[src/rtl/alu_pkg.sv]
// Shared definitions for the ALU operand loader: default widths, FSM encodings, opcode set.
// Pure declarations; no logic, latency or backpressure of its own.
package alu_pkg;

  localparam int DEF_N_BITS          = 6;
  localparam int DEF_N_OPS           = 6;
  localparam int DEF_DEBOUNCE_CYCLES = 16;

  typedef logic [1:0] state_t;

  localparam state_t S_A    = 2'b00;
  localparam state_t S_B    = 2'b01;
  localparam state_t S_OP   = 2'b10;
  localparam state_t S_EXEC = 2'b11;

  localparam logic [DEF_N_OPS-1:0] OP_ADD = 6'b100000;
  localparam logic [DEF_N_OPS-1:0] OP_SUB = 6'b100010;
  localparam logic [DEF_N_OPS-1:0] OP_AND = 6'b100100;
  localparam logic [DEF_N_OPS-1:0] OP_OR  = 6'b100101;
  localparam logic [DEF_N_OPS-1:0] OP_XOR = 6'b100110;
  localparam logic [DEF_N_OPS-1:0] OP_SRA = 6'b000011;
  localparam logic [DEF_N_OPS-1:0] OP_SRL = 6'b000010;
  localparam logic [DEF_N_OPS-1:0] OP_NOR = 6'b100111;

  function automatic logic is_valid_op(input logic [DEF_N_OPS-1:0] op);
    case (op)
      OP_ADD, OP_SUB, OP_AND, OP_OR, OP_XOR, OP_SRA, OP_SRL, OP_NOR: is_valid_op = 1'b1;
      default:                                                       is_valid_op = 1'b0;
    endcase
  endfunction

endpackage

[src/rtl/btn_edge_detect.sv]
// Button conditioner: 2-flop sync, optional stable-high filter (LOADER_DEBOUNCE_EN), rising-edge pulse.
// Latency: pulse visible 2 edges after first high sample (no filter); no backpressure, events are one-shot.
module btn_edge_detect #(
  parameter int DEBOUNCE_CYCLES = 16
) (
  input  logic clock,
  input  logic reset,
  input  logic btn,
  output logic press
);

  logic       sync1;
  logic       sync2;
  logic [1:0] primed;
  logic       armed;
  logic       level;
  logic       level_d;

  // armed only after a genuine low sample, so a button held through reset stays silent
  always_ff @(posedge clock) begin
    if (reset) begin
      sync1   <= 1'b0;
      sync2   <= 1'b0;
      primed  <= 2'b00;
      armed   <= 1'b0;
      level_d <= 1'b0;
    end else begin
      sync1   <= btn;
      sync2   <= sync1;
      primed  <= {primed[0], 1'b1};
      level_d <= level;
      if (primed[1] && !sync2) begin
        armed <= 1'b1;
      end
    end
  end

`ifdef LOADER_DEBOUNCE_EN
  localparam int CW = $clog2(DEBOUNCE_CYCLES + 1);

  logic [CW-1:0] stable_cnt;

  always_ff @(posedge clock) begin
    if (reset) begin
      stable_cnt <= '0;
    end else if (!sync2) begin
      stable_cnt <= '0;
    end else if (stable_cnt != CW'(DEBOUNCE_CYCLES)) begin
      stable_cnt <= stable_cnt + CW'(1);
    end
  end

  assign level = (stable_cnt == CW'(DEBOUNCE_CYCLES));
`else
  assign level = sync2;
`endif

  assign press = level & ~level_d & armed;

endmodule

[src/rtl/alu_operand_loader.sv]
// Loads ALU operands A, B and opcode from switches on button presses, then captures the ALU result.
// Optional LOADER_DEBOUNCE_EN filters buttons; presses that do not match the current state are dropped.
module alu_operand_loader
  import alu_pkg::*;
#(
  parameter int N_BITS          = DEF_N_BITS,
  parameter int N_OPS           = DEF_N_OPS,
  parameter int DEBOUNCE_CYCLES = DEF_DEBOUNCE_CYCLES
) (
  input  logic              clock,
  input  logic              reset,
  input  logic [N_BITS-1:0] i_switches,
  input  logic              i_btn_a,
  input  logic              i_btn_b,
  input  logic              i_btn_op,
  input  logic [N_BITS-1:0] i_result,
  output logic [N_BITS-1:0] o_data_a,
  output logic [N_BITS-1:0] o_data_b,
  output logic [N_OPS-1:0]  o_op,
  output logic              o_op_valid,
  output logic [N_BITS-1:0] o_result,
  output logic              o_result_valid,
  output logic              o_op_err,
  output logic [1:0]        o_state
);

  logic press_a;
  logic press_b;
  logic press_op;

  btn_edge_detect #(.DEBOUNCE_CYCLES(DEBOUNCE_CYCLES)) u_btn_a (
    .clock (clock),
    .reset (reset),
    .btn   (i_btn_a),
    .press (press_a)
  );

  btn_edge_detect #(.DEBOUNCE_CYCLES(DEBOUNCE_CYCLES)) u_btn_b (
    .clock (clock),
    .reset (reset),
    .btn   (i_btn_b),
    .press (press_b)
  );

  btn_edge_detect #(.DEBOUNCE_CYCLES(DEBOUNCE_CYCLES)) u_btn_op (
    .clock (clock),
    .reset (reset),
    .btn   (i_btn_op),
    .press (press_op)
  );

  state_t               state;
  logic                 exec_cnt;
  logic [DEF_N_OPS-1:0] op_cand;

  assign op_cand = DEF_N_OPS'(i_switches[N_OPS-1:0]);
  assign o_state = state;

  // S_EXEC spans two edges so the registered ALU output reflects the new operands
  always_ff @(posedge clock) begin
    if (reset) begin
      state          <= S_A;
      exec_cnt       <= 1'b0;
      o_data_a       <= '0;
      o_data_b       <= '0;
      o_op           <= '0;
      o_op_valid     <= 1'b0;
      o_result       <= '0;
      o_result_valid <= 1'b0;
      o_op_err       <= 1'b0;
    end else begin
      o_op_valid <= 1'b0;
      case (state)
        S_A: begin
          if (press_a) begin
            o_data_a       <= i_switches;
            o_result_valid <= 1'b0;
            state          <= S_B;
          end
        end
        S_B: begin
          if (press_b) begin
            o_data_b <= i_switches;
            state    <= S_OP;
          end
        end
        S_OP: begin
          if (press_op) begin
            if (is_valid_op(op_cand)) begin
              o_op       <= i_switches[N_OPS-1:0];
              o_op_err   <= 1'b0;
              o_op_valid <= 1'b1;
              exec_cnt   <= 1'b0;
              state      <= S_EXEC;
            end else begin
              o_op_err <= 1'b1;
            end
          end
        end
        S_EXEC: begin
          if (exec_cnt) begin
            o_result       <= i_result;
            o_result_valid <= 1'b1;
            exec_cnt       <= 1'b0;
            state          <= S_A;
          end else begin
            exec_cnt <= 1'b1;
          end
        end
        default: state <= S_A;
      endcase
    end
  end

endmodule

[config.mk]
export PLATFORM = sky130hd
export DESIGN_NAME = alu_operand_loader
export DESIGN_NICKNAME = d
export VERILOG_FILES = /design/src/rtl/alu_pkg.sv /design/src/rtl/btn_edge_detect.sv /design/src/rtl/alu_operand_loader.sv
export SDC_FILE = /design/constraint.sdc
export NUM_CORES = 1
export LEC_CHECK = 0
export BUFFER_PORTS_ARGS = -buffer_cell sky130_fd_sc_hd__buf_2
export CAP_MARGIN = 20
export CORE_UTILIZATION = 50
export DETAILED_ROUTE_END_ITERATION = 6
export HOLD_SLACK_MARGIN = 0.08
export PLACE_DENSITY = 0.78
export SYNTH_ARGS = -nofsm -noshare
export SYNTH_HDL_FRONTEND = slang
export SYNTH_SLANG_ARGS = --single-unit
[constraint.sdc]
create_clock -name clock -period 1.76 [get_ports clock]
set_input_delay 0.176 -clock clock [delete_from_list [all_inputs] [get_ports clock]]
set_output_delay 0.176 -clock clock [all_outputs]
set_load 0.1 [all_outputs]
==> results.yml <==
min_path:
  hold_class: "input port to flip-flop"
power_and_ir_drop:
  power.density_mw_per_mm2: 972.4
  switching_share_pct: 30.15
  p_sw_mw: 0.6027
  clockPowerShare_pct: 27.3
  comb_power_share_pct: 19.3
  p_int_mw: 1.396
  power_frac_seq_pct: 53.4
  peakVddDrop_uv: 475.5
  leakagePower_nw: 0.9589
clocking:
  cts_tree: "built"
  cts_buffers: 5
  cts-root-buf: "clkbuf_4"
  cts_setup_buffers: 0
  insertion_delay_ns: 0.35
  numClockSinks: 44
  clock_path_buffers: 2
  path_clk_slew_ns: 0.12
  htree_levels: 2
floorplan:
  core_area_mm2: 0.003053
  dieWidth_um: 58.93
  placementRows: 20
  die_h_um: 58.93
  start_util_pct: 53.07
  io_pins: 46
  dieArea_mm2: 0.003472
grt:
  overflow: 0
  grt_pass1_wl_mm: 5.388
  met2_usage_pct: 37.99
  grt_use_met3_pct: 6.813
  grt_util_met1_pct: 23.72
  grt_pass1_vias: 1209
  antenna_found_initial: 0
  grt_max_degree: 25
  top_usage_layer: "met2"
  grt.total_usage_pct: 21.27
timing:
  hold_viol: 0
  period_minus_slack_ns: 1.623
  clock-skew-final_ns: 0.008474
  fmax_mhz: 616.0
  period_share_pct: 92.23
  whs_ns: 0.08425
  maxSlewHeadroom_pct: 66.52
  rsz0062_at_grt: "false"
  tns_ns: 0
  finalMaxSlewViolations: 0
  setup_viol: 0
  tightest_slew_ns: 0.5056
setup_path:
  crit_path_start_kind: "flip-flop"
  r2r_slack_ns: 0.14
  critical_path.top_delay_family: "compound AO/OA/AOI/OAI gates"
  timing_worst_setup_path_type: "flip-flop to flip-flop"
  path_cells: "inv_1 -> ha_1 -> nand4b_1 -> o21ai_0 -> a21oi_1"
  cp.buffers_inverters: 1
  crit_required_ns: 2.00
  crit_fanout: 7
  slowest_delay_ns: 0.42
  worstSetupEndpointType: "flip-flop"
  cp_slowest_cell: "nand4b_1"
  arrival_ns: 1.86
synthesis:
  netlist_area_mm2: 0.001620
  synth_edf_count: 0
  synth-seq-area-share_pct: 54.36
  netlist_top_cells_count: "dfxtp_1 (44), nor2_1 (21), a21oi_1 (17)"
  yosysMostFrequentCell: "dfxtp_1"
  ys_ff_latch: 44
  netlist.top_cell.by_area: "dfxtp_1"
  ys_async_sr_fraction_pct: 0
  synth_fp_nets: 186
  ys_warn_count: 0
  synth.distinct_cells: 31
  ys.flop_type: "dfxtp_1"
  synth_top_cells_by_area: "dfxtp_1 (54%), mux2i_1 (7.4%), a21oi_1 (5.3%), nor2_1 (4.9%), ha_1 (3.1%)"
  postSynthCellCount: 165
  synth.avg_cell_area_um2: 9.820
  synth_top_area_share_pct: 54.36
final_layout:
  drive_above_1_share_pct: 27.48
  postLayoutCoreUtil_pct: 67.34
  nNetsFinal: 242
  antenna_cells: 0
  area_growth_pct: 26.87
drt:
  via_per_inst: 5.094
  wl_mm: 3.449
  drt_iter0_drc: 59
  dr.pass1.iters: 4
  wl_per_cell_um: 12.97
  vias: 1355
  ant_nets: 0
  drc: 0
placed_design:
  io_buffer_count: 45
  gp_congestion: 0.8036
  dp_hpwl_mm: 2.495
flow_run:
  drv_cap: 0
run_status:
  status: "completed"
-- metal layers --
layer / vias to the layer above / part of all wire (%) / wire [um]
met2: 34 / 50 / 1734
li1: 678 / - / -
met1: 637 / 44 / 1516
met5: - / 0 / 0
met3: 6 / 4.6 / 157
met4: 0 / 1.2 / 41
-- power groups by stage --
stage / registers (mW) / logic (mW) / clock network [mW]
3_3_place_gp: 1.08 / 0.351 / 0
3_5_place_dp: 1.09 / 0.368 / 0
2_1_floorplan: 1.22 / 0.155 / 0
6_report: 1.07 / 0.385 / 0.546
5_1_grt: 1.07 / 0.410 / 0.594
4_1_cts: 1.07 / 0.384 / 0.557
-- cells in the final DEF, fill, tap and decap left out, types with 5 or more instances in the layout --
cell,instances
clkbuf_4,5
nand3_1,10
inv_1,6
nor2_1,21
buf_2,45
dlygate4sd3_1,9
nand2_1,8
dfxtp_1,42
mux2i_1,12
o21ai_0,5
nor2b_1,7
a21oi_1,17
-- cell type report --
class,instances,area [um^2]
fill,266,997.2
sequential,44,888.4
multi-input combinational,105,669.4
timing repair buffer,57,337.8
clock buffer,7,66.31
tap,44,55.05
inverter,8,33.78
clock inverter,1,5.005
-- cell families after synthesis --
group,Yosys count,share of synthesized area [%]
compound gates,32,13.28
buf+inv,16,4.323
mux,12,7.413
fa+ha+maj,4,3.089
flops,44,54.36
simple gates,57,17.53
-- stage by stage --
stage	cells	power (mW)	setup slack, ns	cell area [um^2]
final	266	1.999	0.1367	2056
after global routing	266	2.077	0.007711	2056
after CTS	266	2.008	0.1360	2052
after detailed placement	249	1.457	0.1790	1891
after global placement	249	1.435	0.2480	1891
after floorplan	165	1.370	0.1116	1628
-- final timing paths --
check | from | end | cells past startpoint
setup / recovery | o_state[1] | o_result_valid | 5
hold / removal | i_result[4] | o_result[4] | 3
setup reg to reg | o_state[1] | o_result_valid | 5
hold reg to reg | u_btn_a.sync1 | u_btn_a.level | 1
-- worst min-delay path: stages --
cell	delay, ns
buf_2	0.10
nand3_1	0.07
a21oi_1	0.05
-- state kept, by name, summed over array words and instances (netlist names), 2 cells and up --
signal,cells
o_data_a,6
o_data_b,6
o_op,6
o_result,6
o_state,2
-- repair_timing --
action                                  CTS  global route
endpoints found under the setup margin    0             4
hold buffers                              9             0
resized for setup                         0             1
hold endpoints to repair                  9             0
No activity file was read; power rests on OpenSTA's default activity.
